## config.mk

```make
export PLATFORM = sky130hd
export DESIGN_NAME = seg_display_scanner_flat
export DESIGN_NICKNAME = d
export VERILOG_FILES = /design/src/rtl/seg_display_scanner_if.sv /design/src/rtl/seg_display_scanner.sv /design/src/flat_wrapper.sv
export SDC_FILE = /design/constraint.sdc
export NUM_CORES = 1
export LEC_CHECK = 0
export ABC_AREA = 1
export ABC_CLOCK_PERIOD_IN_PS = 2100
export CAP_MARGIN = 15
export CORE_ASPECT_RATIO = 1.75
export CORE_MARGIN = 3
export CORE_UTILIZATION = 51
export CTS_BUF_LIST = sky130_fd_sc_hd__clkbuf_2
export DETAILED_ROUTE_END_ITERATION = 10
export PLACE_DENSITY = 0.78
export SYNTH_ARGS = -nofsm -noshare
export SYNTH_HDL_FRONTEND = slang
export SYNTH_SLANG_ARGS = --single-unit
```

## constraint.sdc

```tcl
create_clock -name clk -period 2.1 [get_ports clk]
set_clock_uncertainty 0.15 [all_clocks]
set_input_delay 0.21 -clock clk [delete_from_list [all_inputs] [get_ports clk]]
set_output_delay 0.21 -clock clk [all_outputs]
set_load 0.01 [all_outputs]
```

## src/rtl/seg_display_scanner_if.sv

```systemverilog
// Display-side bundle between the alarm clock counters and the scanner.
// The master modport belongs to the counter/time source. The slave modport
// belongs to the display scanner.
//   min_units/min_tens/hr_units/hr_tens : BCD time digits (HH:MM)
//   blink_mask/blink_phase              : per-digit blink control (live)
//   dp_en                               : colon enable (dp of digit 2)
//   an/seg/dp                           : active-low display drive
interface seg_display_scanner_if;
    logic [3:0] min_units;
    logic [2:0] min_tens;
    logic [3:0] hr_units;
    logic [1:0] hr_tens;
    logic [3:0] blink_mask;
    logic       blink_phase;
    logic       dp_en;
    logic [3:0] an;
    logic [6:0] seg;
    logic       dp;

    modport master (
        output min_units, min_tens, hr_units, hr_tens,
        output blink_mask, blink_phase, dp_en,
        input  an, seg, dp
    );

    modport slave (
        input  min_units, min_tens, hr_units, hr_tens,
        input  blink_mask, blink_phase, dp_en,
        output an, seg, dp
    );
endinterface

```

## src/rtl/seg_display_scanner.sv

```systemverilog
// 4-digit common-anode multiplexed seven-segment scanner for HH:MM.
// The four digits are snapshotted once per frame, so every frame shows one
// coherent time value. Each slot opens with an anti-ghosting guard in which
// all anodes are off. The block also does BCD decode, leading-zero blanking
// of the hour tens digit, live per-digit blinking and the colon (dp of digit 2).
//   clk   : system clock, rising edge
//   reset : asynchronous, active-low
//   disp  : slave side of seg_display_scanner_if (digits in, an/seg/dp out)
module seg_display_scanner #(
    parameter int unsigned REFRESH_DIV = 250000,
    parameter int unsigned GUARD       = 4,
    parameter int unsigned LZ_SUPPRESS = 1
) (
    input  logic                   clk,
    input  logic                   reset,
    seg_display_scanner_if.slave   disp
);

    localparam int unsigned PW = $clog2(REFRESH_DIV);
    localparam logic [PW-1:0] P_LAST  = PW'(REFRESH_DIV - 1);
    localparam logic [PW-1:0] P_GUARD = PW'(GUARD);

    logic [PW-1:0] p_q,    p_d;
    logic [1:0]    i_q,    i_d;
    logic [12:0]   snap_q, snap_d;
    logic [3:0]    an_q,   an_d;
    logic [6:0]    seg_q,  seg_d;
    logic          dp_q,   dp_d;

    // Snapshot layout: {hr_tens[1:0], hr_units[3:0], min_tens[2:0], min_units[3:0]}
    logic [1:0] s_hr_tens;
    logic [3:0] s_hr_units;
    logic [2:0] s_min_tens;
    logic [3:0] s_min_units;

    assign s_hr_tens   = snap_q[12:11];
    assign s_hr_units  = snap_q[10:7];
    assign s_min_tens  = snap_q[6:4];
    assign s_min_units = snap_q[3:0];

    function automatic logic [6:0] bcd_to_seg(input logic [3:0] v);
        logic [6:0] s;
        case (v)
            4'd0:    s = 7'b1000000;
            4'd1:    s = 7'b1111001;
            4'd2:    s = 7'b0100100;
            4'd3:    s = 7'b0110000;
            4'd4:    s = 7'b0011001;
            4'd5:    s = 7'b0010010;
            4'd6:    s = 7'b0000010;
            4'd7:    s = 7'b1111000;
            4'd8:    s = 7'b0000000;
            4'd9:    s = 7'b0010000;
            default: s = 7'b1111111;
        endcase
        return s;
    endfunction

    logic [3:0] digit;
    logic       lit_window;
    logic       blink_blank;
    logic       lz_blank;
    logic       show;

    always_comb begin
        p_d    = p_q + PW'(1);
        i_d    = i_q;
        snap_d = snap_q;
        if (p_q == P_LAST) begin
            p_d = '0;
            i_d = i_q + 2'd1;
            // Capture on the last cycle of slot 3 so that the next frame
            // starts from one consistent time value.
            if (i_q == 2'd3) begin
                snap_d = {disp.hr_tens, disp.hr_units, disp.min_tens, disp.min_units};
            end
        end

        case (i_q)
            2'd0:    digit = s_min_units;
            2'd1:    digit = {1'b0, s_min_tens};
            2'd2:    digit = s_hr_units;
            default: digit = {2'b00, s_hr_tens};
        endcase

        // Outputs are registered from the pre-update p/i, so the guard seen
        // at the pins starts one cycle after the wrap and lasts GUARD cycles.
        lit_window  = (p_q >= P_GUARD);
        blink_blank = disp.blink_mask[i_q] & disp.blink_phase;
        lz_blank    = (LZ_SUPPRESS != 0) && (i_q == 2'd3) && (s_hr_tens == 2'd0);
        show        = lit_window && !blink_blank && !lz_blank;

        an_d  = '1;
        seg_d = '1;
        if (show) begin
            an_d  = ~(4'b0001 << i_q);
            seg_d = bcd_to_seg(digit);
        end
        dp_d = !((i_q == 2'd2) && disp.dp_en && lit_window && !blink_blank);
    end

    always_ff @(posedge clk or negedge reset) begin
        if (!reset) begin
            p_q    <= '0;
            i_q    <= '0;
            snap_q <= '0;
            an_q   <= '1;
            seg_q  <= '1;
            dp_q   <= 1'b1;
        end else begin
            p_q    <= p_d;
            i_q    <= i_d;
            snap_q <= snap_d;
            an_q   <= an_d;
            seg_q  <= seg_d;
            dp_q   <= dp_d;
        end
    end

    assign disp.an  = an_q;
    assign disp.seg = seg_q;
    assign disp.dp  = dp_q;

endmodule
```

## src/flat_wrapper.sv

```systemverilog
// flat-port wrapper written by rule: the top's interface ports become plain ports
module seg_display_scanner_flat 
#(
    parameter int unsigned REFRESH_DIV = 250000,
    parameter int unsigned GUARD       = 4,
    parameter int unsigned LZ_SUPPRESS = 1
)
  (clk, reset, disp_min_units, disp_min_tens, disp_hr_units, disp_hr_tens, disp_blink_mask, disp_blink_phase, disp_dp_en, disp_an, disp_seg, disp_dp);
  seg_display_scanner_if disp_i ();
  input  logic clk;
  input  logic reset;
  input wire logic [$bits(disp_i.min_units)-1:0] disp_min_units;
  input wire logic [$bits(disp_i.min_tens)-1:0] disp_min_tens;
  input wire logic [$bits(disp_i.hr_units)-1:0] disp_hr_units;
  input wire logic [$bits(disp_i.hr_tens)-1:0] disp_hr_tens;
  input wire logic [$bits(disp_i.blink_mask)-1:0] disp_blink_mask;
  input wire logic [$bits(disp_i.blink_phase)-1:0] disp_blink_phase;
  input wire logic [$bits(disp_i.dp_en)-1:0] disp_dp_en;
  output wire logic [$bits(disp_i.an)-1:0] disp_an;
  output wire logic [$bits(disp_i.seg)-1:0] disp_seg;
  output wire logic [$bits(disp_i.dp)-1:0] disp_dp;
  assign disp_i.min_units = disp_min_units;
  assign disp_i.min_tens = disp_min_tens;
  assign disp_i.hr_units = disp_hr_units;
  assign disp_i.hr_tens = disp_hr_tens;
  assign disp_i.blink_mask = disp_blink_mask;
  assign disp_i.blink_phase = disp_blink_phase;
  assign disp_i.dp_en = disp_dp_en;
  assign disp_an = disp_i.an;
  assign disp_seg = disp_i.seg;
  assign disp_dp = disp_i.dp;
  seg_display_scanner #(.REFRESH_DIV(REFRESH_DIV), .GUARD(GUARD), .LZ_SUPPRESS(LZ_SUPPRESS)) u_core (.clk(clk), .reset(reset), .disp(disp_i));
endmodule
```

* Word level (Yosys, flattened, before mapping)
Memory sizes are Yosys's and may differ from the RTL's.
Index checks and enable logic that the tools add are counted.
** Word-level totals
- Bits in registers :: 45
- ROM bits :: 112
- Output and inout port bits :: 12
- Memories kept :: 1
** Memory list
- (name not given) :: words 16, bits a word 7, read ports 1, clocked after memory_dff 0, wr ports 0, line seg_display_scanner.sv:43 : case (v)
** Cells by class
- Add/sub/neg operators :: 2
- Order comparisons :: 2
- Equality and inequality tests :: 4
- Shift operators :: 1
- Mux-type cells :: 6
- Bitwise logic cells :: 2
- Reductions and logical operators :: 12
** Operators by type and width (count)
- adder 18 x 1 -> 18 bit (second input constant) :: 1
- equality test 18 bit (second input constant) :: 1
- greater-or-equal comparator 18 x 3 -> 1 bit (second input constant) :: 1
- 2-to-1 mux 18 bit :: 1
- one-hot mux 4 bit (3 select lines) :: 1
- 2-to-1 mux 7 bit :: 1
- logical AND 1 bit :: 6
- equality test 2 bit (second input constant) :: 2
- zero test 2 bit :: 2
- 2-to-1 mux 4 bit :: 1
- NOT 4 bit :: 1
- << shifter 1 x 2 -> 4 bit (first input constant) :: 1
- zero test 1 bit :: 3
- < comparator 2 x 3 -> 1 bit (second input constant) :: 1
- adder 2 x 1 -> 2 bit (second input constant) :: 1
- binary-select mux 1 bit (select 2 bit) :: 1
- equality test 2 x 1 -> 1 bit (second input constant) :: 1
- AND reduction 2 bit :: 1
- bitwise AND 1 bit :: 1
- 2-to-1 mux 1 bit :: 1

* Depth between registers and ports, before layout
- Depth after elaboration :: 7
- Gate-level depth with buffers :: 11
- Mapped depth without buffers :: 11

* Worst setup path after synthesis
No wires, ideal clock.
- Kind :: register to register
- Start :: register u_core.i_q[0]
- End :: register u_core.seg_q[5], in the netlist u_core.disp.seg[5]
- Library setup time :: 0.084 ns
- Data arrival time :: 1.694 ns
- Path slack :: 0.172 ns
- Stages on the path, launching flop included :: 12
- Buffers on the path :: 1
- Period minus slack after synthesis :: 1.928 ns
- Cells stage by stage :: dfrtp_1 ha_1 buf_4 inv_2 nand2_1 o21ai_2 inv_1 ha_1 o21ai_0 inv_1 nand2_1 nand2_1
** Between the ends
- Cells in the longest elaborated chain, start to end :: 7
- Elaborated cells on any way between the ends :: 15
- Those cells by class :: 3 x eq/ne; 4 x mux; 1 x bitwise; 6 x reduce/logical; 1 x memory
** RTL lines
- start: declaration :: line seg_display_scanner.sv:24 : logic [1:0] i_q, i_d;
- start signal: assignment :: line seg_display_scanner.sv:112 : i_q <= i_d;
- parallel branches: the longest is 6 deep, another holds memory read (16 x 7 bit)
- 2-to-1 mux 7 bit (*) :: line seg_display_scanner.sv:95 : if (show) begin
- via u_core.seg_d[5] :: line seg_display_scanner.sv:27 : logic [6:0] seg_q, seg_d;
- end signal: assignment :: line seg_display_scanner.sv:115 : seg_q <= seg_d;
- end: declaration :: line seg_display_scanner.sv:27
Mark *: on every way through the listed nets, which the timed path passes. The select of a mux whose other input is x is not followed.
A chain may end at the register's enable or synchronous reset.

* Worst setup path after layout
- Start :: register u_core.i_q[0]
- End :: register u_core.seg_q[1], in the netlist u_core.disp.seg[1]
The elaborated chain is that of the path after synthesis.

==> flow_summary_export.csv <==
group,metric,value,unit
sta,setup_violations,0,
job,maxCapViolCount,0,
grt,grt_pass1_wl,8890,µm
floorplan,core,0.00448,mm²
min_path,hold_class,"input pin to async pin",
floorplan,die_area,0.00563,mm²
power,clockPowerShare,28.2,%
cells_and_area,area_growth,18.0,%
logic_synthesis,synth_cell_type_count,29,
cts,clockBufferDepth,2,
sta,worst_slew_pin_slew,0.507,ns
placement,dp_slack,0.129,ns
cts,cts.sinks,45,
grt,grt_usage,20.0,%
worst_setup_path,worstPathMaxFanout,8,
routing,routedWlPerCell,12.2,µm
power,p_per_area,458,mW/mm²
worst_setup_path,r2r.worst_path.cells,9,
logic_synthesis,synth_nets,334,
worst_setup_path,worstPathArrival,2.10,ns
sta,slew_headroom,66.2,%
cts,cts_root_buffer,"clkbuf_2",
logic_synthesis,synth-seq-cells,45,
cts,clkLatencyLatePin,0.42,ns
power,leakage,1.38,nW
grt,antenna_found_initial,0,
routing,vias_per_cell,5.14,
grt,grt_max_degree,24,
cells_and_area,n_antenna_cell,0,
sta,drv_slew,0,
logic_synthesis,syn_area,0.00241,mm²
worst_setup_path,crit_required,2.33,ns
routing,ant_nets,0,
power,ir_drop,0.454,mV
grt,grt_pass1_vias,2117,
worst_setup_path,start_kind,"flip-flop",
routing,dr.pass1.iters,4,
placement,port_buffers,32,
cells_and_area,drive_above_1_share,11.9,%
floorplan,die_w,58,µm
power,p_seq_share,66.8,%
logic_synthesis,yosysWarnings,0,
cts,cts_tree,"done",
floorplan,start_util,53.8,%
sta,min_period,1.87,ns
power,p_int,1.00,mW
worst_setup_path,crit_type,"flip-flop to flip-flop",
logic_synthesis,yosysSeqAreaShare,47.3,%
cts,numCtsBuffers,5,
floorplan,rows,32,
sta,fin_crit_sh,89.3,%
cts,h-tree-depth,2,
run_status,run_status,"complete, no violations",
placement,place_hpwl,3810,µm
placement,gp_congestion,0.901,
floorplan,pin_count,33,
cts,clk_pin_slew,0.22,ns
power,swShare,23.2,%
sta,finalSetupTns,0,ns
sta,fmax,0.533,GHz
sta,timing.final.ws_setup,0.225,ns
sta,rsz0062_at_grt,"no",
sta,finalHoldViolCount,0,
cells_and_area,nets,374,
routing,drt-initial-drc-count,44,
routing,vias,2035,
routing,drc_errors,0,
power,switchingPower,0.303,mW
logic_synthesis,syn_inst,304,
cells_and_area,fill_cells,404,
power,share_comb_of_total_power,5.0,%
grt,grt.overflow.total,0,
worst_setup_path,endpoint_kind,"flip-flop",
logic_synthesis,avgSynthCellArea,7.94,µm²
routing,drt_wl_total,4810,µm
floorplan,die_h,97.0,µm
final cells by class:
class / count / area (µm²) / area share (%)
Tap cell: 51 / 63.8 / 2.24
Inverter: 33 / 129 / 4.53
Clock buffer: 7 / 35.0 / 1.23
Multi-Input combinational cell: 222 / 1100 / 38.7
Clock inverter: 1 / 7.51 / 0.264
Timing Repair Buffer: 37 / 368 / 12.9
Sequential cell: 45 / 1140 / 40.1
flip-flops by register name, indices dropped and copies added, names as in the netlist:
register	cells
u_core.disp.an	4
u_core.disp.dp	1
u_core.disp.seg	7
u_core.i_q	2
u_core.p_q	18
u_core.snap_q	13
synth_stat cells:
library cell	count	area, µm²
xor2_1	8	70.1
nor3_1	3	15.0
o21ai_2	1	8.76
dfrtp_1	33	826
inv_6	1	8.76
a21oi_1	3	15.0
dfstp_2	12	315
xnor2_1	1	8.76
nor2_1	35	131
buf_4	1	7.51
o21ai_0	4	20.0
ha_1	9	113
buf_12	1	20.0
inv_1	31	116
nand3b_1	2	15.0
nand3_4	1	17.5
and2_1	1	6.26
or2_1	1	6.26
a21oi_2	1	8.76
nand3_1	31	155
nand4_2	2	25.0
o21bai_1	1	7.51
nand2_1	110	413
clkbuf_8	1	13.8
nand4_1	4	25.0
buf_6	1	11.3
inv_2	1	3.75
nor2_4	1	11.3
nor2_2	3	18.8
critical path, stage by stage (launching register included):
cell and delay, ns:
dfrtp_2 0.49, inv_1 0.16, ha_2 0.25, nand2_1 0.07, nand3_1 0.08, nand2_1 0.18
inv_1 0.16, nand2_1 0.08, and2_1 0.15, nand2_1 0.06
cell families after synthesis:
| logic type | count (synthesis) | synth area share [%] |
|---|---|---|
| AO/OA/AOI/OAI | 10 | 2.49 |
| XOR/XNOR | 9 | 3.27 |
| adder cells (fa/ha/maj) | 9 | 4.67 |
| buffers and inverters | 37 | 7.52 |
| flip-flops | 45 | 47.3 |
| AND/OR/NAND/NOR | 194 | 34.8 |
routing by layer:
metal	share of wire (%)	global-route usage (%)
met1	38	21.6
met2	55	35.1
met3	3.8	4.94
met4	3.4	9.29
met5	0	0
worst paths after layout:
check	start	end	slack [ns]
max	u_core.i_q[0]	u_core.disp.seg[1]	0.23
min	reset	u_core.p_q[10]	0.09
max reg2reg	u_core.i_q[0]	u_core.disp.seg[1]	0.23
min reg2reg	u_core.snap_q[6]	u_core.snap_q[6]	0.36
max in group asynchronous	reset	u_core.snap_q[8]	1.20
min in group clk	disp_min_tens[1]	u_core.snap_q[5]	0.16
layout by cell type (no fill, tap or decap), types with 2 or more instances in the layout:
cell type and instances:
dfrtp_1 32, nor2_1 34, clkbuf_2 7, ha_2 2, nor2_2 4, a21oi_1 3
nand4_2 2, ha_1 7, o21ai_0 4, inv_1 31, nand3b_1 2, nand2_1 110
nand4_1 4, xor2_1 8, clkdlybuf4s50_1 31, buf_4 3, nor3_1 3, nand3_1 31
dfstp_2 12
through the flow:
step	cells	total power [mW]	instance area (µm²)	hold slack [ns]	util, %
6_report	396	1.30	2850	0.0932	63.5
3_5_place_dp	387	0.951	2780	0.0570	62.1
3_3_place_gp	387	0.950	2780	0.0531	62.1
5_1_grt	396	1.36	2850	0.128	63.5
4_1_cts	396	1.32	2840	0.125	63.2
2_1_floorplan	304	0.890	2410	-0.236	-
timing repair:
| action | CTS | global route |
|---|---|---|
| resized for setup | 0 | 5 |
| hold buffers | 1 | 0 |
| endpoints found under the hold margin | 45 | 0 |
| endpoints found under the setup margin | 0 | 7 |
| buffers inserted | 0 | 0 |
power by group through the flow:
stage / sequential [mW] / clock, mW / combinational [mW]
3_5_place_dp: 0.885 / 0 / 0.0659
3_3_place_gp: 0.885 / 0 / 0.0654
6_report: 0.871 / 0.368 / 0.0656
2_1_floorplan: 0.886 / 0 / 0.00425
5_1_grt: 0.872 / 0.415 / 0.0733
4_1_cts: 0.871 / 0.381 / 0.0674
(Power assumes the default switching activity.)
